[src/rtl/pong_pkg.sv]
// Shared definitions for the pong datapath: playfield geometry, ball FSM
// states and the signed velocity type used by the ball engine.
package pong_pkg;

   localparam int BALL_SIZE    = 10;
   localparam int TOP_BOUND    = 136;
   localparam int BOTTOM_BOUND = 512;
   localparam int LEFT_LIMIT   = 5;
   localparam int RIGHT_LIMIT  = 794;

   typedef enum logic [1:0] {
      SERVE  = 2'd0,
      MOVE   = 2'd1,
      SCORED = 2'd2
   } ball_state_t;

   typedef logic signed [3:0] vel_t;

endpackage

[src/rtl/ball_sprite.sv]
// Ball sprite: combinational overlap test of the current VGA pixel against
// the BALL_SIZE x BALL_SIZE square whose top-left corner is (ball_x, ball_y).
module ball_sprite
#(
   parameter int          BALL_SIZE = 10,
   parameter logic [11:0] COLOR     = 12'hfff
)(
   input  logic [9:0]  x,
   input  logic [9:0]  y,
   input  logic [9:0]  ball_x,
   input  logic [9:0]  ball_y,
   output logic [11:0] rgb
);

   localparam logic [10:0] SIZE_U = 11'(BALL_SIZE);

   logic in_x;
   logic in_y;

   // Widen to 11 bits so the far edge never wraps near the right of the frame.
   always_comb begin
      in_x = ({1'b0, x} >= {1'b0, ball_x}) && ({1'b0, x} < ({1'b0, ball_x} + SIZE_U));
      in_y = ({1'b0, y} >= {1'b0, ball_y}) && ({1'b0, y} < ({1'b0, ball_y} + SIZE_U));
      rgb  = (in_x && in_y) ? COLOR : 12'h000;
   end

endmodule

[src/rtl/ball_motion.sv]
// Ball engine: serve sequencing, paddle and wall bounces, scoring with a
// post-score pause, and the ball sprite colour for the VGA mixer.
module ball_motion
   import pong_pkg::*;
#(
   parameter int          BALL_SIZE    = pong_pkg::BALL_SIZE,
   parameter int          XSPEED       = 3,
   parameter int          YSPEED       = 2,
   parameter int          TOP_BOUND    = pong_pkg::TOP_BOUND,
   parameter int          BOTTOM_BOUND = pong_pkg::BOTTOM_BOUND,
   parameter int          LEFT_LIMIT   = pong_pkg::LEFT_LIMIT,
   parameter int          RIGHT_LIMIT  = pong_pkg::RIGHT_LIMIT,
   parameter int          CENTER_X     = 395,
   parameter int          CENTER_Y     = 319,
   parameter int          PAUSE_FRAMES = 60,
   parameter logic [11:0] COLOR        = 12'hfff
)(
   input  logic        clk,
   input  logic        reset_n,
   input  logic        en,
   input  logic        serve,
   input  logic [9:0]  x,
   input  logic [9:0]  y,
   input  logic        l_tophit,
   input  logic        l_midhit,
   input  logic        l_bothit,
   input  logic        r_tophit,
   input  logic        r_midhit,
   input  logic        r_bothit,
   output logic [9:0]  ball_x,
   output logic [9:0]  ball_y,
   output logic        score_l,
   output logic        score_r,
   output logic        in_play,
   output logic [11:0] rgb
);

   localparam vel_t              XS      = vel_t'(XSPEED);
   localparam vel_t              YS      = vel_t'(YSPEED);
   localparam logic [9:0]        CX      = 10'(CENTER_X);
   localparam logic [9:0]        CY      = 10'(CENTER_Y);
   localparam logic [9:0]        TOP_U   = 10'(TOP_BOUND);
   localparam logic [9:0]        BOT_U   = 10'(BOTTOM_BOUND - BALL_SIZE);
   localparam logic signed [10:0] TOP_S   = 11'(TOP_BOUND);
   localparam logic signed [10:0] BOTTOM_S = 11'(BOTTOM_BOUND);
   localparam logic signed [10:0] LEFT_S  = 11'(LEFT_LIMIT);
   localparam logic signed [10:0] RIGHT_S = 11'(RIGHT_LIMIT);
   localparam logic signed [10:0] SIZE_S  = 11'(BALL_SIZE);
   localparam logic [7:0]        CNT_END = 8'(PAUSE_FRAMES - 1);

   ball_state_t state, state_nx;
   vel_t        vx, vx_nx, vx_h;
   vel_t        vy, vy_nx, vy_h;
   logic [7:0]  cnt, cnt_nx;
   logic [9:0]  bx_nx, by_nx;
   logic        sl_nx, sr_nx;
   logic        l_acc, r_acc;
   logic signed [10:0] ny, nx;

   // Next-state and datapath: paddle hit, then vertical walls, then horizontal scoring.
   always_comb begin
      state_nx = state;
      bx_nx    = ball_x;
      by_nx    = ball_y;
      vx_nx    = vx;
      vy_nx    = vy;
      cnt_nx   = cnt;
      sl_nx    = 1'b0;
      sr_nx    = 1'b0;

      // Direction gating rejects flags that linger while the ball is still
      // overlapping a paddle it has just bounced off.
      l_acc = (vx < 0) && (l_tophit || l_midhit || l_bothit);
      r_acc = (vx > 0) && (r_tophit || r_midhit || r_bothit);
      vx_h  = vx;
      vy_h  = vy;
      if (l_acc) begin
         vx_h = -vx;
         if (l_tophit)      vy_h = -YS;
         else if (l_midhit) vy_h = '0;
         else               vy_h = YS;
      end else if (r_acc) begin
         vx_h = -vx;
         if (r_tophit)      vy_h = -YS;
         else if (r_midhit) vy_h = '0;
         else               vy_h = YS;
      end

      ny = $signed({1'b0, ball_y}) + $signed({{7{vy_h[3]}}, vy_h});
      nx = $signed({1'b0, ball_x}) + $signed({{7{vx_h[3]}}, vx_h});

      case (state)
         SERVE: begin
            bx_nx = CX;
            by_nx = CY;
            if (serve) state_nx = MOVE;
         end
         MOVE: begin
            if (en) begin
               vx_nx = vx_h;
               vy_nx = vy_h;
               if (ny <= TOP_S) begin
                  by_nx = TOP_U;
                  vy_nx = -vy_h;
               end else if ((ny + SIZE_S) >= BOTTOM_S) begin
                  by_nx = BOT_U;
                  vy_nx = -vy_h;
               end else begin
                  by_nx = ny[9:0];
               end
               // On a score the ball freezes where it was; the relaunch
               // heads toward the player who conceded.
               if (nx <= LEFT_S) begin
                  sr_nx    = 1'b1;
                  state_nx = SCORED;
                  vx_nx    = -XS;
                  bx_nx    = ball_x;
                  by_nx    = ball_y;
               end else if ((nx + SIZE_S) >= RIGHT_S) begin
                  sl_nx    = 1'b1;
                  state_nx = SCORED;
                  vx_nx    = XS;
                  bx_nx    = ball_x;
                  by_nx    = ball_y;
               end else begin
                  bx_nx = nx[9:0];
               end
            end
         end
         SCORED: begin
            if (en) begin
               if (cnt == CNT_END) begin
                  state_nx = SERVE;
                  bx_nx    = CX;
                  by_nx    = CY;
                  vy_nx    = '0;
                  cnt_nx   = '0;
               end else begin
                  cnt_nx = cnt + 8'd1;
               end
            end
         end
         default: state_nx = SERVE;
      endcase
   end

   // State, position, velocity, pause counter and score pulses.
   always_ff @(posedge clk or negedge reset_n) begin
      if (!reset_n) begin
         state   <= SERVE;
         ball_x  <= CX;
         ball_y  <= CY;
         vx      <= XS;
         vy      <= '0;
         cnt     <= '0;
         score_l <= 1'b0;
         score_r <= 1'b0;
      end else begin
         state   <= state_nx;
         ball_x  <= bx_nx;
         ball_y  <= by_nx;
         vx      <= vx_nx;
         vy      <= vy_nx;
         cnt     <= cnt_nx;
         score_l <= sl_nx;
         score_r <= sr_nx;
      end
   end

   assign in_play = (state == MOVE);

   ball_sprite #(
      .BALL_SIZE (BALL_SIZE),
      .COLOR     (COLOR)
   ) u_sprite (
      .x      (x),
      .y      (y),
      .ball_x (ball_x),
      .ball_y (ball_y),
      .rgb    (rgb)
   );

endmodule
[config.mk]
export PLATFORM = sky130hd
export DESIGN_NAME = ball_motion
export DESIGN_NICKNAME = d
export VERILOG_FILES = /design/src/rtl/pong_pkg.sv /design/src/rtl/ball_sprite.sv /design/src/rtl/ball_motion.sv
export SDC_FILE = /design/constraint.sdc
export NUM_CORES = 1
export LEC_CHECK = 0
export ABC_AREA = 1
export CAP_MARGIN = 0
export CELL_PAD_IN_SITES_DETAIL_PLACEMENT = 0
export CELL_PAD_IN_SITES_GLOBAL_PLACEMENT = 1
export CORE_MARGIN = 4
export CORE_UTILIZATION = 43
export DETAILED_ROUTE_END_ITERATION = 10
export GPL_TIMING_DRIVEN = 0
export PLACE_DENSITY_LB_ADDON = 0.1
export SLEW_MARGIN = 20
export SYNTH_ARGS = -nofsm -noshare
export SYNTH_HDL_FRONTEND = slang
export SYNTH_SLANG_ARGS = --single-unit
[constraint.sdc]
create_clock -name clk -period 8.3 [get_ports clk]
set_clock_uncertainty 0.1 [all_clocks]
set_input_delay 0.83 -clock clk [delete_from_list [all_inputs] [get_ports clk]]
set_output_delay 0.83 -clock clk [all_outputs]
set_load 0.05 [all_outputs]
==> results of run 1 <==
-- tightest hold or removal path, cell delays in order, from the launching register on --
cell     delay [ns]
dfstp_2        0.37
nand2_1        0.06
nand2_1        0.05
-- sequential cells by signal, summed over array words and instances (netlist names) --
signal and flops:
ball_x 10, ball_y 10, cnt 8, score_l 1, score_r 1, state 2, vx 4, vy 4
-- final timing paths --
path                                    endpoint  slack [ns]  depth (start not counted)
hold / removal                 vx[1]$_DFFE_PN1P_        0.38                          2
setup reg to reg           ball_x[5]$_DFFE_PN0P_        4.25                         24
setup / recovery                          rgb[7]        3.17                         14
hold reg to reg                vx[1]$_DFFE_PN1P_        0.38                          2
max in group asynchronous  ball_x[7]$_DFFE_PN1P_        7.14                          2
min in group asynchronous      vy[1]$_DFFE_PN0P_        0.40                          1
-- area by class of cell --
type	instances	area, µm²	area share
Inverter	121	454.2	0.07589
Clock buffer	5	125.1	0.02091
Buffer	18	128.9	0.02153
Timing Repair Buffer	65	663.1	0.1108
Sequential cell	40	1018	0.1702
Tap cell	143	178.9	0.02990
Clock inverter	3	46.29	0.007736
Multi-Input combinational cell	611	3369	0.5630
-- layer usage --
layer	global-route usage	up-vias	wire (µm)
li1	-	2694	-
met1	0.2679	2361	6421
met2	0.3549	99	6383
met3	0.02245	10	581
met4	0.04225	0	114
met5	0	-	0
-- through the flow --
stage	area [µm²]	utilization	worst slack [ns]	hold slack, ns	instances
after floorplan	4971	-	3.732	0.3417	790
after global placement	5791	0.5093	3.389	0.3596	997
after detailed placement	5813	0.5113	3.318	0.3695	998
after CTS	5984	0.5264	3.071	0.3878	1006
after global routing	5984	0.5264	2.771	0.3999	1006
final	5984	0.5264	3.169	0.3793	1006
-- layout by cell type, fill, tap and decap left out, drive strengths merged, types with 2 or more instances in the layout --
| cell type | count |
|---|---|
| a21boi | 3 |
| a21oi | 27 |
| a31oi | 2 |
| buf | 19 |
| clkbuf | 6 |
| clkdlybuf4s50 | 63 |
| dfrtp | 26 |
| dfstp | 14 |
| fa | 2 |
| ha | 65 |
| inv | 122 |
| nand2 | 269 |
| nand3 | 90 |
| nand3b | 3 |
| nand4 | 16 |
| nor2 | 58 |
| nor3 | 10 |
| nor3b | 3 |
| nor4 | 2 |
| o211ai | 2 |
| o21a | 2 |
| o21ai | 24 |
| o21bai | 3 |
| o221ai | 3 |
| o22ai | 2 |
| or2 | 3 |
| xor2 | 17 |
-- kinds of logic (layout without fill, tap and decap cells) --
group           Yosys count  after routing
compound gates           71             71
xor+xnor                 18             18
fa+ha+maj                67             67
buf+inv                 139            212
flops                    40             40
simple gates            455            455
==> results.json, run 1 <==
{
  "cp-start-kind": "flip-flop",
  "max_freq_mhz": 194.9,
  "die-area_mm2": 0.01334,
  "arrival_ns": 4.20,
  "cts_max_level": 2,
  "yosys_warnings": 0,
  "ctsResizeCount": 0,
  "synthCells": 790,
  "hold_start": "vx[1]$_DFFE_PN1P_",
  "rsz0062_at_grt": "false",
  "yosysMostFrequentCell": "nand2_1",
  "grt_pass1_wl_um": 22060,
  "synth_edf_count": 0,
  "initial_utilization": 0.4372,
  "root_buffer": "clkbuf_16",
  "synth_compound_area_frac": 0.08382,
  "postSynthAreaPerCell_um2": 6.292,
  "area_growth_pct": 20.39,
  "drive_above_1_share": 0.06721,
  "nets": 959,
  "finalHoldViolCount": 0,
  "synth.area.mux_share": 0,
  "syn-cell-area_mm2": 0.004971,
  "routedWlPerCell_um": 13.42,
  "drv_slew": 0,
  "via_per_inst": 5.133,
  "synth_top_area_cell": "nand2_1",
  "min_period_ns": 5.131,
  "synth_top_family_by_area": "simple AND/OR/NAND/NOR gates",
  "drt-initial-drc-count": 286,
  "syn-num-nets": 887,
  "cts_buffers": 5,
  "min_path_type": "flip-flop to flip-flop",
  "route.detailed.drc": 0,
  "synth.area.top_cells": "nand2_1 (20%), ha_1 (16%), dfrtp_1 (13%), nand3_1 (9.1%), inv_1 (8.8%)",
  "slowest_stage": "clkdlybuf4s50_1",
  "cts_hold_buf": 0,
  "clkSinkCount": 40,
  "place_hpwl_um": 11260,
  "fill_cells": 1167,
  "synth_fa_ha_area_frac": 0.1717,
  "status": "complete, no violations",
  "io_pins": 65,
  "critical_path_buf_inv_count": 3,
  "crit_family": "buffers and inverters",
  "postCtsSetupRepairBufs": 0,
  "design.core.area_mm2": 0.01137,
  "clk_pin_slew_ns": 0.06,
  "crit_chain": "inv_1 -> o21ai_0 -> nand3_1 -> xor2_1 -> ha_1 -> a21oi_1 -> o221ai_1 -> nand3_1 -> a21boi_0 -> o21ai_0 -> nand2_1 -> nor2_1 -> buf_4 -> clkdlybuf4s50_1",
  "floorplan.rows": 39,
  "setup_viol": 0,
  "clockBufferDepth": 2,
  "synth-main-ff-cell": "dfrtp_1",
  "antenna_found_initial": 0,
  "fin_setup_tns_ns": 0,
  "maxCapViolations": 0,
  "place_congestion": 0.8885,
  "grt_pass1_vias": 4856,
  "track_usage": 0.2018,
  "antennaDiodeCount": 0,
  "synthXorXnorAreaFrac": 0.03171,
  "dr.pass1.iters": 5,
  "die_h_um": 115.5,
  "synthDominantCellAreaShare": 0.2016,
  "antenna_left": 0,
  "rr_startpoint": "vx[0]$_DFFE_PN1P_",
  "drt-total-wl_um": 13500,
  "port_buffers": 64,
  "fin_crit_sh": 0.6182,
  "synthSimpleGateAreaFrac": 0.3906,
  "cpPeakStageDelay_ns": 0.80,
  "grt_overflow": 0,
  "synth-seq-cells": 40,
  "cts_tree": "built",
  "ys_seq_area_frac": 0.2049,
  "worstSetupEndpointType": "primary output",
  "crit_required_ns": 7.37,
  "criticalPathCategory": "flip-flop to primary output",
  "grt_max_degree": 23,
  "slew_headroom": 0.5507,
  "worst_pin_slew_ns": 0.6715,
  "async_flop_share": 1.000,
  "cp_max_fo": 12,
  "synth_cell_type_count": 41,
  "die_w_um": 115.5,
  "synthTopCellsByCount": "nand2_1 (267), inv_1 (117), nand3_1 (90)",
  "worstSetupStartpoint": "ball_y[1]$_DFFE_PN1P_",
  "vias": 5164,
  "clk-insertion-delay-late_ns": 0.29
}
Power of run 1 is left out: the tool's default activity adds up to more than one toggle a clock period on the data nets, which glitch-free logic cannot reach.
==> run 2: changes to the inputs <==
- CORE_UTILIZATION: 43 -> 36
- clock period: 8.3 -> 4.7 ns (I/O delays scaled with it)
==> results.json, run 2 (synthesized netlist as in run 1, its figures left out) <==
{
  "clkSinkCount": 40,
  "clk_pin_slew_ns": 0.06,
  "cts_max_level": 2,
  "nets": 960,
  "antenna_found_initial": 0,
  "routedWlPerCell_um": 13.28,
  "worstSetupStartpoint": "ball_x[1]$_DFFE_PN1P_",
  "cts_tree": "built",
  "port_buffers": 64,
  "clockBufferDepth": 2,
  "min_path_type": "flip-flop to flip-flop",
  "design.core.area_mm2": 0.01340,
  "drive_above_1_share": 0.06713,
  "rr_startpoint": "vx[0]$_DFFE_PN1P_",
  "criticalPathCategory": "flip-flop to primary output",
  "place_hpwl_um": 11540,
  "place_area_mm2": 0.005847,
  "cts_buffers": 5,
  "maxCapViolations": 0,
  "drt-initial-drc-count": 340,
  "fin_crit_sh": 0.8683,
  "finalHoldViolCount": 0,
  "rsz0062_at_grt": "false",
  "grt_max_degree": 31,
  "drv_slew": 0,
  "slew_headroom": 0.4960,
  "antenna_left": 0,
  "use_met2": 0.2801,
  "route.detailed.drc": 0,
  "drt-total-wl_um": 13810,
  "grt_overflow": 0,
  "utilization": 0.4515,
  "root_buffer": "clkbuf_16",
  "dr.pass1.iters": 5,
  "grt_pass1_vias": 4732,
  "rr_worst_depth": 21,
  "die_h_um": 125.5,
  "via_per_inst": 4.854,
  "track_usage": 0.1740,
  "floorplan.rows": 42,
  "layout_common_cells": "nand2_1 (267), inv_1 (117), nand3_1 (90)",
  "gr-max-usage-layer": "met2",
  "fin_setup_tns_ns": 0,
  "initial_utilization": 0.3710,
  "setup_viol": 0,
  "reg_top3": "ball_x x10, ball_y x10, cnt x8",
  "postCtsSetupRepairBufs": 0,
  "worstHoldPathCells": 2,
  "area_growth_pct": 21.72,
  "grt_pass1_wl_um": 23060,
  "vias": 5048,
  "worst_pin_slew_ns": 0.7533,
  "min_period_ns": 4.081,
  "clk-insertion-delay-late_ns": 0.28,
  "die_w_um": 125.5,
  "fill_cells": 1423,
  "grtUsageMet1": 0.2545,
  "worstSetupEndpointType": "primary output",
  "worst-r2r-setup-slack_ns": 0.63,
  "min_to": "vx[1]$_DFFE_PN1P_",
  "io_pins": 65,
  "cp_max_fo": 12,
  "layout_commonest_cell": "nand2_1",
  "place_congestion": 0.8429,
  "die-area_mm2": 0.01575,
  "use_met3": 0.02175,
  "r2r_end": "ball_x[6]$_DFFE_PN0P_",
  "max_freq_mhz": 245.0,
  "cp-start-kind": "flip-flop",
  "crit_required_ns": 4.13,
  "status": "complete, no violations",
  "hold_start": "vx[1]$_DFFE_PN1P_",
  "fin_area_mm2": 0.006051,
  "antennaDiodeCount": 0,
  "arrival_ns": 3.51
}
run 2: changes by cell type in the layout (fill, tap and decap cells not counted), sizes merged:
cell,delta
dlygate4sd3,+1
clkbuf,+3
inv,-1
dlymetal6s2s,+12
clkdlybuf4s50,-12
clkinvlp,-1
bufinv,-1
run 2: cell type report:
| class | instances | area (µm²) | share of cell area |
|---|---|---|---|
| flip-flops and latches | 40 | 1018 | 0.1683 |
| inverters | 121 | 454.2 | 0.07506 |
| plain buffers | 18 | 128.9 | 0.02130 |
| multi-input cells | 611 | 3377 | 0.5581 |
| well taps | 176 | 220.2 | 0.03639 |
| clock buffers | 8 | 156.4 | 0.02585 |
| repair buffers | 66 | 695.7 | 0.1150 |
run 2: how the worst max path moves through the flow:
stage / cells past startpoint / to / slack, ns
global route: 13 / rgb[4] / 0.15
CTS: 14 / rgb[4] / 0.02
global placement: 14 / rgb[9] / 0.18
finish: 14 / rgb[4] / 0.62
floorplan: 13 / rgb[10] / 0.49
detailed placement: 14 / rgb[4] / 0.15
run 2: through the flow:
stage,worst slack (ns),hold WS (ns),cells
after CTS,0.02464,0.3738,1040
final,0.6191,0.3686,1040
after global placement,0.1838,0.3590,1030
after detailed placement,0.1485,0.2716,1031
after global routing,0.1474,0.4018,1040
after floorplan,0.4916,0.07441,790
run 2: critical path, stage by stage (launching register included):
cell,delay (ns)
dfstp_2,0.64
inv_1,0.09
o21ai_0,0.29
nand3_1,0.18
xor2_1,0.18
ha_1,0.31
a21oi_1,0.15
o221ai_1,0.14
nand3_1,0.09
a21boi_0,0.07
o21ai_0,0.16
nand2_1,0.11
nor2_4,0.25
buf_4,0.15
dlymetal6s2s_1,0.42
run 2: per-layer routing:
metal,part of all wire,up-vias
met5,0,-
met1,0.51,2256
met4,0.0058,0
met3,0.044,6
met2,0.44,97
li1,-,2689
run 2: timing repair:
action,in CTS,in global routing
setup endpoints to repair,12,12
cloned,0,0
endpoints found under the hold margin,10,0
resized for setup,1,13
hold buffers,1,0
Power of run 2 is left out for the same reason.
==> run 3: changes to the inputs <==
- ABC_AREA: 1 -> default
- CORE_UTILIZATION: 36 -> 39
- SKIP_LAST_GASP: default -> 1
==> results.json, run 3 <==
{
  "status": "complete, no violations",
  "die_h_um": 117.2,
  "synth.area.top_cells": "ha_1 (17%), dfrtp_1 (14%), dfstp_2 (7.9%), xnor2_1 (3.4%), a21oi_1 (3.2%)",
  "fill_cells": 1089,
  "worst_slack_ns": 0.1702,
  "synthSimpleGateAreaFrac": 0.1825,
  "grt_max_degree": 25,
  "cp-start-kind": "flip-flop",
  "synth_fa_ha_area_frac": 0.1835,
  "utilization": 0.5215,
  "synthTopCellsByCount": "ha_1 (65), inv_1 (37), nor2_1 (36)",
  "slew_headroom": 0.5205,
  "worstSetupEndpointType": "flip-flop",
  "track_usage": 0.1911,
  "synth_cell_type_count": 83,
  "port_buffers": 64,
  "synthDominantCellAreaShare": 0.1749,
  "clk_pin_slew_ns": 0.06,
  "antenna_found_initial": 0,
  "synth.area.mux_share": 0.01857,
  "criticalPathCategory": "flip-flop to flip-flop",
  "async_flop_share": 1.000,
  "place_hpwl_um": 10060,
  "synthXorXnorAreaFrac": 0.05248,
  "vias": 4352,
  "synth-main-ff-cell": "dfrtp_1",
  "setup_viol": 0,
  "slowest_stage": "or4b_2",
  "grt_pass1_wl_um": 21000,
  "synth-seq-cells": 40,
  "postSynthAreaPerCell_um2": 8.723,
  "crit_required_ns": 4.77,
  "reg_top3": "ball_x x10, ball_y x10, cnt x8",
  "arrival_ns": 4.60,
  "io_pins": 65,
  "antennaDiodeCount": 0,
  "min_period_ns": 4.530,
  "max_freq_mhz": 220.8,
  "ys_seq_area_frac": 0.2191,
  "die-area_mm2": 0.01373,
  "worst-r2r-setup-slack_ns": 0.17,
  "synthCells": 533,
  "synth_top_family_by_area": "compound AO/OA/AOI/OAI gates",
  "area_growth_pct": 29.71,
  "cts_tree": "built",
  "routedWlPerCell_um": 16.81,
  "layout_commonest_cell": "ha_1",
  "synth_compound_area_frac": 0.2855,
  "finalHoldViolCount": 0,
  "route.detailed.drc": 0,
  "clk-insertion-delay-late_ns": 0.28,
  "nets": 716,
  "root_buffer": "clkbuf_16",
  "pre_cts_slack_ns": -0.6584,
  "initial_utilization": 0.4020,
  "cp_max_fo": 10,
  "clkSinkCount": 40,
  "design.core.area_mm2": 0.01156,
  "min_path_type": "input port to async pin",
  "via_per_inst": 5.704,
  "cpPeakStageDelay_ns": 0.60,
  "clockBufferDepth": 2,
  "yosysMostFrequentCell": "ha_1",
  "syn-num-nets": 630,
  "grt_overflow": 0,
  "grt_pass1_vias": 4150,
  "maxCapViolations": 0,
  "drt-initial-drc-count": 238,
  "layout_common_cells": "ha_1 (63), clkdlybuf4s50_1 (59), nor2_1 (35)",
  "cts_max_level": 2,
  "cts_buffers": 5,
  "yosys_warnings": 0,
  "place_area_mm2": 0.005492,
  "dr.pass1.iters": 4,
  "drive_above_1_share": 0.1919,
  "synth_edf_count": 0,
  "drv_slew": 0,
  "die_w_um": 117.2,
  "antenna_left": 0,
  "synth_top_area_cell": "ha_1",
  "worst_pin_slew_ns": 0.7193,
  "place_congestion": 0.8559,
  "fin_setup_tns_ns": 0,
  "floorplan.rows": 39,
  "drt-total-wl_um": 12820,
  "syn-cell-area_mm2": 0.004649,
  "fin_area_mm2": 0.006031,
  "fin_crit_sh": 0.9638,
  "rsz0062_at_grt": "true",
  "crit_chain": "inv_2 -> ha_4 -> nor2b_4 -> or3_4 -> and2_4 -> nor2_4 -> xnor2_2 -> inv_2 -> ha_4 -> xor2_4 -> ha_1 -> or4b_2 -> o32a_1 -> o211ai_1 -> o311ai_4 -> and2_1 -> buf_4 -> a32o_1"
}
-- run 3: changes by cell type after synthesis, moves of 7 or more --
cell	change
a211oi_1	+15
a21o_1	+13
and2_1	+8
inv_1	-80
nand2_1	-235
nand3_1	-78
nand4_1	-11
nor2_1	-19
nor2b_1	+7
o21a_1	+10
xnor2_1	+17
xor2_1	-9
-- run 3: area by class of cell --
class	count	area, µm²	share of cell area
plain buffers	20	138.9	0.02303
clock buffers	5	125.1	0.02075
clock inverters	3	42.54	0.007054
inverters	37	138.9	0.02303
multi-input cells	436	3613	0.5992
flip-flops and latches	40	1018	0.1689
well taps	143	178.9	0.02967
repair buffers	79	774.5	0.1284
-- run 3: timing repair --
action	CTS	global route
pin swaps	11	13
endpoints found under the setup margin	28	41
buffers inserted	9	4
cloned	1	0
resized for setup	21	36
hold buffers	0	0
-- run 3: cell families (layout without fill, tap and decap cells) --
logic type,Yosys count,in the layout
AO/OA/AOI/OAI,178,178
XOR/XNOR,27,27
adder cells (fa/ha/maj),67,67
buffers and inverters,57,144
flip-flops,40,40
multiplexers,8,8
AND/OR/NAND/NOR,156,156
-- run 3: per-layer routing --
| layer | track usage | share of wire | vias up |
|---|---|---|---|
| li1 | - | - | 2187 |
| met1 | 0.2572 | 0.47 | 2080 |
| met2 | 0.3269 | 0.48 | 68 |
| met3 | 0.02314 | 0.032 | 17 |
| met4 | 0.04587 | 0.016 | 0 |
| met5 | 0 | 0 | - |
-- run 3: path summary, 6_finish.rpt --
check / cells past startpoint / start / to
hold reg to reg: 1 / cnt[7]$_DFFE_PN0P_ / cnt[7]$_DFFE_PN0P_
setup reg to reg: 18 / vx[0]$_DFFE_PN1P_ / ball_x[5]$_DFFE_PN0P_
max in group asynchronous: 2 / reset_n / vx[0]$_DFFE_PN1P_
setup / recovery: 18 / vx[0]$_DFFE_PN1P_ / ball_x[5]$_DFFE_PN0P_
min in group clk: 1 / cnt[7]$_DFFE_PN0P_ / cnt[7]$_DFFE_PN0P_
hold / removal: 1 / reset_n / ball_y[6]$_DFFE_PN0P_
-- run 3: worst max-delay path, delay by kind of cell, from the launching register on --
| kind | cells | cell delay (ns) |
|---|---|---|
| adder cells (fa/ha/maj) | 3 | 0.72 |
| flip-flops | 1 | 0.56 |
| buffers and inverters | 3 | 0.29 |
| AND/OR/NAND/NOR | 6 | 1.57 |
| AO/OA/AOI/OAI | 4 | 0.86 |
| XOR/XNOR | 2 | 0.30 |
-- run 3: per-stage QoR --
step	hold slack (ns)	instances
finish	0.01327	763
global route	0.04358	763
CTS	0.02103	759
detailed placement	0.3240	741
global placement	0.3638	740
floorplan	0.07441	533
Power of run 3 is left out for the same reason.
